==> src/rtl/alu_pkg.sv <==
// Shared ALU-control codes, multiply FSM state encoding and operand helpers
// for the multiply/HI-LO stage.
package alu_pkg;

    localparam int unsigned DATA_W = 32;
    localparam int unsigned CNT_W  = 6;

    typedef logic [4:0] alu_ctrl_t;
    typedef logic [1:0] mult_state_t;

    localparam alu_ctrl_t ALU_MULT  = 5'b00011;
    localparam alu_ctrl_t ALU_MULTU = 5'b00100;
    localparam alu_ctrl_t ALU_MUL   = 5'b10011;
    localparam alu_ctrl_t ALU_MADD  = 5'b10100;
    localparam alu_ctrl_t ALU_MSUB  = 5'b10101;
    localparam alu_ctrl_t ALU_MFHI  = 5'b10111;
    localparam alu_ctrl_t ALU_MFLO  = 5'b11000;
    localparam alu_ctrl_t ALU_MTHI  = 5'b11001;
    localparam alu_ctrl_t ALU_MTLO  = 5'b11010;

    localparam mult_state_t ST_IDLE = 2'd0;
    localparam mult_state_t ST_CALC = 2'd1;
    localparam mult_state_t ST_WB   = 2'd2;

    function automatic logic is_mult_op(input alu_ctrl_t code);
        return (code == ALU_MULT) || (code == ALU_MULTU) || (code == ALU_MUL) ||
               (code == ALU_MADD) || (code == ALU_MSUB);
    endfunction

    // Magnitude of a two's-complement operand; 0x80000000 maps to itself,
    // which is the correct unsigned magnitude.
    function automatic logic [DATA_W-1:0] abs_val(input logic [DATA_W-1:0] v,
                                                  input logic            is_signed);
        return (is_signed && v[DATA_W-1]) ? (~v + 1'b1) : v;
    endfunction

endpackage

==> src/rtl/hilo_mult_unit_if.sv <==
// Command/response bundle between the decode/execute stage and the
// multiply/HI-LO stage.
interface hilo_mult_unit_if #(
    parameter int unsigned DATA_W = 32
);
    logic              Start;
    logic [4:0]        ALUControl;
    logic [DATA_W-1:0] A;
    logic [DATA_W-1:0] B;
    logic              Busy;
    logic              Stall;
    logic              Done;
    logic [DATA_W-1:0] Result;
    logic [DATA_W-1:0] HI;
    logic [DATA_W-1:0] LO;

    modport master (
        output Start, ALUControl, A, B,
        input  Busy, Stall, Done, Result, HI, LO
    );

    modport slave (
        input  Start, ALUControl, A, B,
        output Busy, Stall, Done, Result, HI, LO
    );
endinterface

==> src/rtl/mult_shift_add.sv <==
// Radix-2 shift-add datapath: unsigned multiplicand/multiplier/accumulator
// registers, loaded on load and advanced one bit per step.
module mult_shift_add #(
    parameter int unsigned W = 32
) (
    input  logic           clk,
    input  logic           rst_n,
    input  logic           load,
    input  logic           step,
    input  logic [W-1:0]   mcand_in,
    input  logic [W-1:0]   mplier_in,
    output logic [2*W-1:0] acc,
    output logic           mplier_done
);

    logic [2*W-1:0] mcand_q;
    logic [2*W-1:0] acc_q;
    logic [W-1:0]   mplier_q;

    always_ff @(posedge clk or negedge rst_n) begin
        if (!rst_n) begin
            mcand_q  <= '0;
            mplier_q <= '0;
            acc_q    <= '0;
        end else if (load) begin
            mcand_q  <= {{W{1'b0}}, mcand_in};
            mplier_q <= mplier_in;
            acc_q    <= '0;
        end else if (step) begin
            if (mplier_q[0]) begin
                acc_q <= acc_q + mcand_q;
            end
            mcand_q  <= mcand_q << 1;
            mplier_q <= mplier_q >> 1;
        end
    end

    assign acc = acc_q;
    // Multiplier will be zero once the step in progress has shifted it.
    assign mplier_done = (mplier_q[W-1:1] == '0);

endmodule

==> src/rtl/hilo_mult_unit.sv <==
// Multiply/HI-LO stage: FSM, architectural HI/LO and result mux around a
// shift-add core. Define EARLY_TERM_EN to leave CALC once the multiplier is zero.
module hilo_mult_unit #(
    parameter int unsigned DATA_W = 32,
    parameter int unsigned CNT_W  = 6
) (
    input logic              Clk,
    input logic              Rst,
    hilo_mult_unit_if.slave  bus
);

    import alu_pkg::*;

`ifdef EARLY_TERM_EN
    localparam bit EarlyTerm = 1'b1;
`else
    localparam bit EarlyTerm = 1'b0;
`endif

    mult_state_t       state_q, state_d;
    alu_ctrl_t         op_q;
    logic              sign_q;
    logic [CNT_W-1:0]  cnt_q;
    logic [DATA_W-1:0] hi_q, lo_q, result_q;
    logic              done_q;

    logic                idle, accept_mult, step, calc_last, mplier_done, op_signed;
    logic [DATA_W-1:0]   a_mag, b_mag, result_mux;
    logic [2*DATA_W-1:0] acc, prod, hilo_cur, hilo_next;

    assign idle        = (state_q == ST_IDLE);
    assign accept_mult = idle & bus.Start & is_mult_op(bus.ALUControl);
    assign op_signed   = (bus.ALUControl != ALU_MULTU);
    assign a_mag       = abs_val(bus.A, op_signed);
    assign b_mag       = abs_val(bus.B, op_signed);
    assign step        = (state_q == ST_CALC);
    assign calc_last   = (cnt_q == CNT_W'(DATA_W - 1)) | (EarlyTerm & mplier_done);

    mult_shift_add #(
        .W (DATA_W)
    ) u_core (
        .clk         (Clk),
        .rst_n       (Rst),
        .load        (accept_mult),
        .step        (step),
        .mcand_in    (a_mag),
        .mplier_in   (b_mag),
        .acc         (acc),
        .mplier_done (mplier_done)
    );

    always_comb begin
        state_d = state_q;
        case (state_q)
            ST_IDLE: if (accept_mult) state_d = ST_CALC;
            ST_CALC: if (calc_last) state_d = ST_WB;
            ST_WB:   state_d = ST_IDLE;
            default: state_d = ST_IDLE;
        endcase
    end

    assign prod     = sign_q ? (~acc + 1'b1) : acc;
    assign hilo_cur = {hi_q, lo_q};

    always_comb begin
        hilo_next = hilo_cur;
        case (op_q)
            ALU_MULT, ALU_MULTU: hilo_next = prod;
            ALU_MADD:            hilo_next = hilo_cur + prod;
            ALU_MSUB:            hilo_next = hilo_cur - prod;
            default:             hilo_next = hilo_cur;
        endcase
    end

    always_ff @(posedge Clk or negedge Rst) begin
        if (!Rst) begin
            state_q  <= ST_IDLE;
            op_q     <= '0;
            sign_q   <= 1'b0;
            cnt_q    <= '0;
            hi_q     <= '0;
            lo_q     <= '0;
            result_q <= '0;
            done_q   <= 1'b0;
        end else begin
            state_q <= state_d;
            done_q  <= (state_q == ST_WB);
            if (accept_mult) begin
                op_q   <= bus.ALUControl;
                sign_q <= op_signed & (bus.A[DATA_W-1] ^ bus.B[DATA_W-1]);
                cnt_q  <= '0;
            end else if (step) begin
                cnt_q <= cnt_q + 1'b1;
            end
            if (state_q == ST_WB) begin
                {hi_q, lo_q} <= hilo_next;
                result_q     <= (op_q == ALU_MUL) ? prod[DATA_W-1:0] : '0;
            end else if (idle && bus.Start) begin
                if (bus.ALUControl == ALU_MTHI) hi_q <= bus.A;
                if (bus.ALUControl == ALU_MTLO) lo_q <= bus.A;
            end
        end
    end

    // An accepted MFHI/MFLO wins over a MUL product presented in the same Done cycle.
    always_comb begin
        result_mux = '0;
        if (idle && bus.Start && (bus.ALUControl == ALU_MFHI)) begin
            result_mux = hi_q;
        end else if (idle && bus.Start && (bus.ALUControl == ALU_MFLO)) begin
            result_mux = lo_q;
        end else if (done_q && (op_q == ALU_MUL)) begin
            result_mux = result_q;
        end
    end

    assign bus.Busy   = ~idle;
    assign bus.Stall  = bus.Start & ~idle;
    assign bus.Done   = done_q;
    assign bus.Result = result_mux;
    assign bus.HI     = hi_q;
    assign bus.LO     = lo_q;

endmodule

==> src/flat_wrapper.sv <==
// flat-port wrapper written by rule: the top's interface ports become plain ports
module hilo_mult_unit_flat import alu_pkg::*;
#(
    parameter int unsigned DATA_W = 32,
    parameter int unsigned CNT_W  = 6
)
  (Clk, Rst, bus_Start, bus_ALUControl, bus_A, bus_B, bus_Busy, bus_Stall, bus_Done, bus_Result, bus_HI, bus_LO);
  hilo_mult_unit_if #(.DATA_W(DATA_W)) bus_i ();
  input logic Clk;
  input logic Rst;
  input wire logic [$bits(bus_i.Start)-1:0] bus_Start;
  input wire logic [$bits(bus_i.ALUControl)-1:0] bus_ALUControl;
  input wire logic [$bits(bus_i.A)-1:0] bus_A;
  input wire logic [$bits(bus_i.B)-1:0] bus_B;
  output wire logic [$bits(bus_i.Busy)-1:0] bus_Busy;
  output wire logic [$bits(bus_i.Stall)-1:0] bus_Stall;
  output wire logic [$bits(bus_i.Done)-1:0] bus_Done;
  output wire logic [$bits(bus_i.Result)-1:0] bus_Result;
  output wire logic [$bits(bus_i.HI)-1:0] bus_HI;
  output wire logic [$bits(bus_i.LO)-1:0] bus_LO;
  assign bus_i.Start = bus_Start;
  assign bus_i.ALUControl = bus_ALUControl;
  assign bus_i.A = bus_A;
  assign bus_i.B = bus_B;
  assign bus_Busy = bus_i.Busy;
  assign bus_Stall = bus_i.Stall;
  assign bus_Done = bus_i.Done;
  assign bus_Result = bus_i.Result;
  assign bus_HI = bus_i.HI;
  assign bus_LO = bus_i.LO;
  hilo_mult_unit #(.DATA_W(DATA_W), .CNT_W(CNT_W)) u_core (.Clk(Clk), .Rst(Rst), .bus(bus_i));
endmodule
==> config.mk <==
export PLATFORM = sky130hd
export DESIGN_NAME = hilo_mult_unit_flat
export DESIGN_NICKNAME = d
export VERILOG_FILES = /design/src/rtl/alu_pkg.sv /design/src/rtl/hilo_mult_unit_if.sv /design/src/rtl/mult_shift_add.sv /design/src/rtl/hilo_mult_unit.sv /design/src/flat_wrapper.sv
export SDC_FILE = /design/constraint.sdc
export NUM_CORES = 1
export LEC_CHECK = 0
export ABC_AREA = 1
export BUFFER_PORTS_ARGS = -buffer_cell sky130_fd_sc_hd__buf_2
export CAP_MARGIN = 20
export CORE_AREA = 2 2 224 270
export DETAILED_ROUTE_END_ITERATION = 12
export DIE_AREA = 0 0 226 272
export GPL_TIMING_DRIVEN = 0
export PLACE_DENSITY = 0.7
export SLEW_MARGIN = 0
export SYNTH_ARGS = -nofsm -noshare
export SYNTH_HDL_FRONTEND = slang
export SYNTH_SLANG_ARGS = --single-unit
==> constraint.sdc <==
create_clock -name Clk -period 5 [get_ports Clk]
set_input_delay 0.25 -clock Clk [delete_from_list [all_inputs] [get_ports Clk]]
set_output_delay 0.25 -clock Clk [all_outputs]
set_load 0.01 [all_outputs]
==> out/metrics.csv <==
metric,value,unit
status,"finished, violations left",
violations,setup timing,
cp-start-kind,register,
antenna_found_initial,5,
fmaxAchievable,0.1970,GHz
syn_area_per_cell,6.324,µm²
synth-seq-cells,271,
gp_congestion,1.136,
hold_ws,0.01330,ns
syn_inst,4158,
grt_max_degree,104,
final.setup.worst_slack,-0.07662,ns
area_delta_synth_final,20.19,%
max_stage_delay,0.42,ns
synth_enable_flop_cells,0,
die_y,272,µm
final_cell_mix,"nand2_1, inv_1, nor2_1",
final_common_cell,nand2_1,
synthArstFlopShare,100.0,%
endpoint_kind,register,
min_period,5.077,ns
setup_viol,7,
finalHoldViolCount,0,
post-place-ws,-1.593,ns
ys_warn_count,0,
htreeDepth,2,
detailed_place_hpwl,104600,µm
maxCapViolations,0,
synthFlopType,dfrtp_1,
power_density,879.2,nW/µm²
finClkSkew,0.03456,ns
crit_fanout,5,
layout.nets,4656,
yosysSeqAreaShare,25.79,%
critPathKind,reg2reg,
slew-limit-headroom,18.06,%
slowest_stage,dfrtp_1,
cts_tree,yes,
ir_worst_vdd,0.0003347,V
clkTransAtPathRegs,0.06,ns
grt_pass1_wl,188500,µm
synth.net_count,4362,
clk_latency,0.59,ns
post-route-period-util,101.5,%
leakage,14.59,nW
utilization,53.59,%
cp.arrival,5.52,ns
num_vias,31540,
port_buffers,170,
worstMarginPinSlew,1.216,ns
stdcell_count,5278,
drtPass1Iterations,6,
fillers,6216,
fp.coreArea,58980,µm²
finalMaxSlewViolations,0,
drt-initial-drc-count,3973,
grt_usage,42.09,%
clock-sinks,271,
grt_pass1_vias,28910,
viasPerCell,5.975,
io-pin-count,171,
dieWidth,226,µm
numCtsBuffers,35,
initial_core_util,44.58,%
rsz0062_at_grt,yes,
clockRootBuffer,clkbuf_16,
routed_wl,131600,µm
worst_ep_required_time,5.45,ns
dieArea,61470,µm²
drive_gt1_share,16.02,%
synth_area,26300,µm²
hp-class,in2reg,
drc,0,
clockBufferDepth,3,
ant_nets,0,
grt.overflow.total,0,
yosysUniqueCellTypes,61,
wl_per_cell,24.94,µm
rows,98,
place_inst,5131,
cp_common_cell,nand2_4,
-- Yosys cell counts, types with 5 or more instances --
cell type	number	area, µm²
nand2_1	849	3187
nor2_1	567	2128
inv_1	561	2106
o21ai_0	451	2257
a21oi_1	282	1411
dfrtp_1	271	6782
nand3_1	189	945.9
ha_1	130	1627
xor2_1	128	1121
clkbuf_1	104	390.4
o22ai_1	80	500.5
a31oi_1	73	456.7
o211ai_1	68	510.5
nand2_2	44	275.3
nor3_1	40	200.2
nand4_1	33	206.5
xnor2_1	31	271.5
o21ai_1	20	100.1
a21o_1	19	142.6
nor2_2	19	118.9
nor4_1	18	112.6
inv_2	17	63.81
nor2_4	15	168.9
o21a_1	11	82.58
o21bai_1	11	82.58
a21boi_0	10	75.07
buf_1	8	30.03
buf_2	8	40.04
o221ai_1	8	70.07
or2_2	8	50.05
nand3_2	7	70.07
o31ai_1	7	52.55
buf_4	6	45.04
nand2_4	6	67.56
nand3b_1	6	45.04
clkinv_1	5	18.77
o21ai_2	5	43.79
-- sequential cells by signal, summed over array words and instances, names as in the netlist --
name / flops
u_core.u_core.acc: 64
u_core.u_core.mcand_q: 64
u_core.result_q: 32
u_core.u_core.mplier_q: 32
u_core.cnt_q: 6
u_core.state_q: 2
u_core.sign_q: 1
u_core.op_q: 5
u_core.bus.HI: 32
u_core.bus.LO: 32
u_core.bus.Done: 1
-- repair_timing --
action / CTS / global route
pin swaps: 17 / 92
buffers inserted: 20 / 54
endpoints found under the hold margin: 71 / 0
hold buffers: 5 / 0
gates resized for setup: 123 / 270
cloned: 1 / 0
endpoints found under the setup margin: 56 / 36
-- layout make-up --
class / count / area, µm² / area share (%)
Antenna cell: 2 / 5.005 / 0.01584
Buffer: 125 / 540.5 / 1.710
Clock buffer: 43 / 967.2 / 3.060
Clock inverter: 18 / 267.8 / 0.8472
Inverter: 583 / 2206 / 6.979
Multi-Input combinational cell: 3179 / 18190 / 57.57
Sequential cell: 271 / 6803 / 21.52
Tap cell: 800 / 1001 / 3.167
Timing Repair Buffer: 257 / 1622 / 5.131
-- report_power, final --
group	internal, mW	switching, mW	total, mW
Combinational	6.58	14.1	20.7
Clock	1.69	1.14	2.84
Sequential	3.03	1.25	4.27
Total	11.3	16.5	27.8
-- worst max-delay path: cells and delay by family, from the launching register on --
family          cells  cell delay [ns]
simple gates       19             2.41
compound gates      4             0.87
fa+ha+maj           2             0.61
flops               1             0.42
buf+inv             3             0.31
xor+xnor            1             0.31
-- cells by family after synthesis --
group / share of synthesized area [%]
flip-flops: 25.79
adder cells (fa/ha/maj): 6.338
buffers and inverters: 10.24
XOR/XNOR: 5.401
AND/OR/NAND/NOR: 29.44
AO/OA/AOI/OAI: 22.79
-- final timing paths --
path / from / to / slack (ns) / depth (start not counted)
min in group asynchronous: Rst / u_core.u_core.mcand_q[50] / 0.20 / 2
max in group asynchronous: Rst / u_core.bus.HI[27] / 3.79 / 3
min reg2reg: u_core.u_core.mplier_q[2] / u_core.u_core.mplier_q[2] / 0.48 / 2
max: u_core.u_core.acc[0] / u_core.bus.HI[26] / -0.08 / 29
min: bus_A[31] / u_core.u_core.mcand_q[31] / 0.01 / 3
max reg2reg: u_core.u_core.acc[0] / u_core.bus.HI[26] / -0.08 / 29
-- metal layers --
metal,vias to the layer above,global-route usage (%),share of wire (%)
met5,-,0,0.032
met4,6,37.40,11
met3,512,10.57,9.4
met2,1912,64.62,43
met1,14750,48.52,36
li1,14360,-,-
-- metrics by stage --
stage	total power, mW	TNS [ns]	instance area (µm²)
after floorplan	15.39	0	26300
after global placement	21.35	-483.19	28150
after detailed placement	21.46	-53.76	28220
after CTS	25.07	0	30130
after global routing	29.31	-1.338	31600
final	27.79	-0.2064	31610
Note: power is estimated with default switching activity, not from simulation.
